**src/rtl/consmax_ctrl.sv**
```systemverilog
// Sequencer for one consmax datapath: loads both nibble LUTs from a host
// stream, then streams one row of elements and counts the returned results.
module consmax_ctrl #(
  parameter int IDATA_BIT = 8,
  parameter int CDATA_BIT = 8,
  parameter int LUT_DATA  = 16,
  parameter int LUT_ADDR  = IDATA_BIT >> 1,
  parameter int LUT_DEPTH = 2 ** LUT_ADDR,
  parameter int LEN_BIT   = 16
) (
  input  logic                 clk,
  input  logic                 rstn,
  input  logic                 cmd_load,
  input  logic                 cmd_run,
  input  logic [LEN_BIT-1:0]   cfg_row_len,
  input  logic [CDATA_BIT-1:0] cfg_shift,
  input  logic [LUT_DATA-1:0]  host_wdata,
  input  logic                 host_valid,
  output logic                 host_ready,
  input  logic [IDATA_BIT-1:0] s_data,
  input  logic                 s_valid,
  output logic                 s_ready,
  output logic [LUT_ADDR:0]    lut_waddr,
  output logic                 lut_wen,
  output logic [LUT_DATA-1:0]  lut_wdata,
  output logic [CDATA_BIT-1:0] cfg_consmax_shift,
  output logic [IDATA_BIT-1:0] idata,
  output logic                 idata_valid,
  input  logic                 odata_valid_in,
  output logic                 busy,
  output logic                 lut_loaded,
  output logic                 done,
  output logic                 err
);

  localparam logic [1:0] S_IDLE  = 2'd0;
  localparam logic [1:0] S_LOAD  = 2'd1;
  localparam logic [1:0] S_RUN   = 2'd2;
  localparam logic [1:0] S_DRAIN = 2'd3;

  // 2*LUT_DEPTH: one past the last LUT1 entry
  localparam logic [LUT_ADDR+1:0] WADDR_END = {1'b1, {(LUT_ADDR+1){1'b0}}};
  localparam logic [LUT_ADDR+1:0] WADDR_ONE = {{(LUT_ADDR+1){1'b0}}, 1'b1};
  localparam logic [LEN_BIT-1:0]  LEN_ONE   = {{(LEN_BIT-1){1'b0}}, 1'b1};

  logic [1:0]           r_state;
  logic [LUT_ADDR+1:0]  r_waddr_cnt;
  logic [LEN_BIT-1:0]   r_row_len;
  logic [LEN_BIT-1:0]   r_issue_cnt;
  logic [LEN_BIT-1:0]   r_ret_cnt;
  logic                 r_lut_loaded;
  logic                 r_lut_wen;
  logic [LUT_ADDR:0]    r_lut_waddr;
  logic [LUT_DATA-1:0]  r_lut_wdata;
  logic [CDATA_BIT-1:0] r_shift;
  logic [IDATA_BIT-1:0] r_idata;
  logic                 r_idata_valid;
  logic                 r_done;
  logic                 r_err;

  logic                 w_host_ready;
  logic                 w_host_hs;
  logic                 w_s_ready;
  logic                 w_s_hs;
  logic                 w_ret_inc;
  logic [LEN_BIT-1:0]   w_ret_nxt;

  assign w_host_ready = (r_state == S_LOAD) && (r_waddr_cnt < WADDR_END);
  assign w_host_hs    = w_host_ready && host_valid;
  assign w_s_ready    = (r_state == S_RUN) && (r_issue_cnt < r_row_len);
  assign w_s_hs       = w_s_ready && s_valid;
  // Results saturate at row_len; stray valids beyond that are dropped.
  assign w_ret_inc    = odata_valid_in && ((r_state == S_RUN) || (r_state == S_DRAIN))
                        && (r_ret_cnt < r_row_len);
  assign w_ret_nxt    = w_ret_inc ? (r_ret_cnt + LEN_ONE) : r_ret_cnt;

  always_ff @(posedge clk or negedge rstn) begin
    if (!rstn) begin
      r_state       <= S_IDLE;
      r_waddr_cnt   <= '0;
      r_row_len     <= '0;
      r_issue_cnt   <= '0;
      r_ret_cnt     <= '0;
      r_lut_loaded  <= 1'b0;
      r_lut_wen     <= 1'b0;
      r_lut_waddr   <= '0;
      r_lut_wdata   <= '0;
      r_shift       <= '0;
      r_idata       <= '0;
      r_idata_valid <= 1'b0;
      r_done        <= 1'b0;
      r_err         <= 1'b0;
    end else begin
      r_lut_wen     <= 1'b0;
      r_idata_valid <= 1'b0;
      r_done        <= 1'b0;
      r_err         <= 1'b0;
      r_ret_cnt     <= w_ret_nxt;
      case (r_state)
        S_IDLE: begin
          // Load has priority; a simultaneous run is dropped silently.
          if (cmd_load) begin
            r_state      <= S_LOAD;
            r_waddr_cnt  <= '0;
            r_lut_loaded <= 1'b0;
          end else if (cmd_run) begin
            if (r_lut_loaded) begin
              r_row_len   <= cfg_row_len;
              r_shift     <= cfg_shift;
              r_issue_cnt <= '0;
              r_ret_cnt   <= '0;
              r_state     <= S_RUN;
            end else begin
              r_err <= 1'b1;
            end
          end
        end
        S_LOAD: begin
          if (w_host_hs) begin
            r_lut_wen   <= 1'b1;
            r_lut_waddr <= r_waddr_cnt[LUT_ADDR:0];
            r_lut_wdata <= host_wdata;
            r_waddr_cnt <= r_waddr_cnt + WADDR_ONE;
          end else if (r_waddr_cnt == WADDR_END) begin
            r_state      <= S_IDLE;
            r_lut_loaded <= 1'b1;
          end
        end
        S_RUN: begin
          if (w_s_hs) begin
            r_idata       <= s_data;
            r_idata_valid <= 1'b1;
            r_issue_cnt   <= r_issue_cnt + LEN_ONE;
          end else if (r_issue_cnt == r_row_len) begin
            r_state <= S_DRAIN;
          end
        end
        S_DRAIN: begin
          // Look at the incoming result so done lands one cycle after the last one.
          if (w_ret_nxt == r_row_len) begin
            r_done  <= 1'b1;
            r_state <= S_IDLE;
          end
        end
        default: r_state <= S_IDLE;
      endcase
    end
  end

  assign host_ready        = w_host_ready;
  assign s_ready           = w_s_ready;
  assign lut_waddr         = r_lut_waddr;
  assign lut_wen           = r_lut_wen;
  assign lut_wdata         = r_lut_wdata;
  assign cfg_consmax_shift = r_shift;
  assign idata             = r_idata;
  assign idata_valid       = r_idata_valid;
  assign busy              = (r_state != S_IDLE);
  assign lut_loaded        = r_lut_loaded;
  assign done              = r_done;
  assign err               = r_err;

endmodule

```
**config.mk**
```make
export PLATFORM = sky130hd
export DESIGN_NAME = consmax_ctrl
export DESIGN_NICKNAME = d
export VERILOG_FILES = /design/src/rtl/consmax_ctrl.sv
export SDC_FILE = /design/constraint.sdc
export NUM_CORES = 1
export LEC_CHECK = 0
export ABC_AREA = 1
export CAP_MARGIN = 0
export CORE_MARGIN = 2
export CORE_UTILIZATION = 40
export CTS_CLUSTER_SIZE = 25
export DETAILED_ROUTE_END_ITERATION = 12
export HOLD_SLACK_MARGIN = 0.15
export MAX_ROUTING_LAYER = met4
export PLACE_DENSITY = 0.63
export SYNTH_ARGS = -nofsm -noshare
export SYNTH_HDL_FRONTEND = slang
export SYNTH_SLANG_ARGS = --single-unit
```
**constraint.sdc**
```tcl
create_clock -name clk -period 6.3 [get_ports clk]
set_input_delay 1.26 -clock clk [delete_from_list [all_inputs] [get_ports clk]]
set_output_delay 1.26 -clock clk [all_outputs]
set_load 0.05 [all_outputs]
```
==> impl_metrics.yaml <==
yosys:
  postSynth.topFlopCell: "sky130_fd_sc_hd__dfrtp_1"
  warnings_synthesis: 0
  syn_avg_cell_area_um2: 7.57
  number_of_flip_flops_and_latches_in_the_synthesized_netlist: 98
  netlist_instances: 750
  post-synth-top-area-cell: "sky130_fd_sc_hd__dfrtp_1"
  synth-edff-count: 0
  post_synth_most_frequent_cells: "sky130_fd_sc_hd__nand2_1, sky130_fd_sc_hd__dfrtp_1, sky130_fd_sc_hd__inv_1, sky130_fd_sc_hd__nand3_1, sky130_fd_sc_hd__nor2_1"
  synthArstFlopShare_pct: 100
  synth_cell_type_count: 36
  seq_area_frac_synth_pct: 43.2
  ys_top_cells_by_area: "sky130_fd_sc_hd__dfrtp_1, sky130_fd_sc_hd__nand2_1, sky130_fd_sc_hd__ha_1"
  syn_nets: 840
  yosysTopAreaCellShare_pct: 43.2
  synth_area_um2: 5670
  synth.most_common_cell: "sky130_fd_sc_hd__nand2_1"
timing:
  grt_setup_unrepaired: "no"
  fmax_ghz: 0.257
  layout_min_cycle_time_ns: 3.90
  slew-limit-headroom_pct: 44.5
  final-hold-violation-count: 0
  finalMaxSlewViolations: 0
  setup_violations: 0
  timing.final.crit_share_pct: 61.9
  max_slew.worst_pin.slew_ns: 0.832
  final.setup_skew_ns: 0.00579
  finalSetupTns_ns: 0
floorplanning:
  die_h_um: 123
  pin_count: 100
  row_count: 43
  die_width_um: 123
  placeableCoreArea_um2: 13900
  fp.dieArea_um2: 15200
  effective_utilization_at_floorplan_pct: 40.9
drt:
  detailedRoute.firstPassIterationCount: 5
  final_antenna_net_count: 0
  detail_route.wl_per_cell_um: 14.3
  detail_route.vias_per_cell: 5.17
  wl_um: 14800
  num_vias: 5323
  drc_violation_total_after_the_first_tritonroute_iteration: 391
  drt_drc_violations_left: 0
cells_and_area:
  final-instance-count-excl-fill: 1029
  drive_above_1_share_pct: 6.12
  antenna_cells_inserted: 0
  num-nets-final: 934
  fin_util_pct: 51.4
  flow.area_growth_from_synthesis_pct: 25.7
power:
  clock_power_share_pct: 18.0
  power.ir.vdd_worst_mv: 0.364
  total_net_switching_power_mw: 1.58
  power.combinational.fraction_pct: 51.6
  p_seq_share_pct: 30.4
  cell_internal_pwr_mw: 1.74
  total_power_divided_by_cell_area_nw_per_um2: 465
  power_mw: 3.32
  switching_share_pct: 47.7
  cellLeakagePower_nw: 3.48
clock_network:
  cts_root_buf: "sky130_fd_sc_hd__clkbuf_16"
  clock-sinks: 98
  tritoncts: "done"
  worst_setup_hold_path_clk_slew_ns: 0.07
  cts_resized: 0
  cts_max_path_buffers: 2
  cts_hold_repair.buffers: 0
  clock_insertion_delay_at_the_later_pin_of_the_skew_report_ns: 0.36
  cts.repair_timing.setup_buffer_count: 0
  cts_inserted_buffers: 9
  htree_num_levels: 3
grt:
  antenna_found_initial: 0
  globalRouteOverflowTotal: 0
  maximum_number_of_pins_on_one_net_before_global_route_repair: 67
  grt.met1_usage_pct: 26.3
  use_met2_pct: 33.4
  gr-max-usage-layer: "met2"
  gr-usage-all-layers_pct: 21.1
  grt_pass1_wl_um: 24200
  number_of_global_route_vias_before_repair: 5091
  grtUsageMet3_pct: 5.26
critical_path:
  worst-endpoint-arrival_ns: 2.64
  path_cells: "inv_1 -> ha_1 -> nand2_1 -> inv_1 -> o21ai_0 -> nand3_1 -> a21oi_1 -> nand2_1 -> inv_1 -> clkdlybuf4s50_1"
  worstSetupStartpoint: "r_row_len[13]"
  worst_path_most_repeated_cell: "sky130_fd_sc_hd__inv_1"
  cp_slowest_cell: "sky130_fd_sc_hd__clkdlybuf4s50_1"
  cp_top_family: "buffers and inverters"
  timing.rr.start: "r_row_len[5]"
  criticalPathCategory: "reg2out"
  critPathMaxStageDelay_ns: 0.82
  cp-end-kind: "output port"
  combined_buffer_and_inverter_count_along_the_critical_path: 4
  worstRegToRegCells: 20
  maximum_net_fanout_on_the_critical_path: 4
  worst_ep_required_time_ns: 5.04
  timing.critical_path.depth: 10
  worst_setup_start_kind: "flop"
placed_design:
  gp_congestion: 0.892
  place_hpwl_um: 10800
  dp.cells: 1013
  place.port_buffers: 99
hold_path:
  holdCritStartpoint: "cfg_consmax_shift[0]"
  whs_path_depth: 2
  min_path_type: "reg2reg"
job:
  max_cap_violations: 0
status:
  run_status: "complete, no violations"
power by group through the flow:
stage / clock [mW] / combinational, mW / sequential [mW]
after floorplan: 0 / 0.805 / 1.37
after global placement: 0 / 1.68 / 1.01
after detailed placement: 0 / 1.71 / 1.01
after CTS: 0.611 / 1.72 / 1.01
after global routing: 0.636 / 1.88 / 1.04
final: 0.597 / 1.71 / 1.01
metrics by stage:
step	setup WS (ns)	hold WS, ns	cell area [µm²]
after floorplan	3.58	0.479	5670
after global placement	2.48	0.461	6810
after detailed placement	2.40	0.468	6810
after CTS	2.38	0.488	7130
after global routing	2.29	0.505	7130
final	2.40	0.480	7130
final timing paths:
check / endpoint / slack (ns)
max in group asynchronous: idata[2] / 4.26
max reg2reg: r_state[1] / 3.15
min: cfg_consmax_shift[0] / 0.48
min reg2reg: cfg_consmax_shift[0] / 0.48
min in group asynchronous: cfg_consmax_shift[4] / 0.85
max: s_ready / 2.40
area by class of cell:
type | instances | area, µm²
Fill cell | 1338 | 6750
Multi-Input combinational cell | 551 | 2820
Sequential cell | 98 | 2450
Timing Repair Buffer | 102 | 1010
Inverter | 82 | 308
Clock buffer | 11 | 253
Tap cell | 180 | 225
Clock inverter | 5 | 70.1
worst register-to-register path, stage by stage, from the launching register on:
cell,delay (ns)
sky130_fd_sc_hd__dfrtp_1,0.38
sky130_fd_sc_hd__inv_1,0.20
sky130_fd_sc_hd__ha_1,0.29
sky130_fd_sc_hd__a21oi_1,0.15
sky130_fd_sc_hd__nor2_1,0.05
sky130_fd_sc_hd__nor3_1,0.13
sky130_fd_sc_hd__nand2_1,0.14
sky130_fd_sc_hd__nand2_4,0.31
sky130_fd_sc_hd__nand3_2,0.35
sky130_fd_sc_hd__nand2_1,0.18
sky130_fd_sc_hd__nand2_1,0.08
sky130_fd_sc_hd__nand2_1,0.06
sky130_fd_sc_hd__nand2_1,0.05
sky130_fd_sc_hd__nor2_1,0.10
sky130_fd_sc_hd__nand2_1,0.07
sky130_fd_sc_hd__nor2_2,0.14
sky130_fd_sc_hd__nand2_1,0.12
sky130_fd_sc_hd__nand2_2,0.09
sky130_fd_sc_hd__nand2_1,0.07
sky130_fd_sc_hd__nand2_1,0.06
sky130_fd_sc_hd__nand2_1,0.05
cells by family after synthesis:
family | count (synthesis) | share of synthesized area (%)
compound gates | 84 | 7.85
fa+ha+maj | 35 | 7.72
flops | 98 | 43.2
buf+inv | 101 | 7.25
xor+xnor | 6 | 0.926
simple gates | 426 | 33.0
cell usage in the layout (no fill, tap or decap), types with 2 or more instances in the layout:
cell type                         count
sky130_fd_sc_hd__a21oi_1             39
sky130_fd_sc_hd__buf_4                4
sky130_fd_sc_hd__clkbuf_16            9
sky130_fd_sc_hd__clkbuf_8             2
sky130_fd_sc_hd__clkdlybuf4s50_1     98
sky130_fd_sc_hd__clkinv_1             3
sky130_fd_sc_hd__clkinv_4             2
sky130_fd_sc_hd__dfrtp_1             98
sky130_fd_sc_hd__ha_1                35
sky130_fd_sc_hd__inv_1               72
sky130_fd_sc_hd__inv_2                7
sky130_fd_sc_hd__inv_8                2
sky130_fd_sc_hd__nand2_1            259
sky130_fd_sc_hd__nand2_2              9
sky130_fd_sc_hd__nand2_4              2
sky130_fd_sc_hd__nand3_1             49
sky130_fd_sc_hd__nand3_2              4
sky130_fd_sc_hd__nand4_1             27
sky130_fd_sc_hd__nor2_1              47
sky130_fd_sc_hd__nor2_2               4
sky130_fd_sc_hd__nor2_4               3
sky130_fd_sc_hd__nor3_1              15
sky130_fd_sc_hd__nor4_1               4
sky130_fd_sc_hd__o21ai_0             35
sky130_fd_sc_hd__o31ai_1              2
sky130_fd_sc_hd__xor2_1               6
sequential cells by signal, summed over array words and instances, names as in the netlist, 2 cells and up:
signal             cells
cfg_consmax_shift      8
idata                  8
lut_waddr              5
lut_wdata             16
r_issue_cnt           16
r_ret_cnt             16
r_row_len             16
r_state                2
r_waddr_cnt            6
layer usage:
layer,wire length (µm),part of all wire [%],up-vias
li1,-,-,2620
met1,6520,44,2515
met2,7030,48,160
met3,852,5.8,28
met4,348,2.4,0
met5,0,0,-
(Power assumes the default switching activity.)
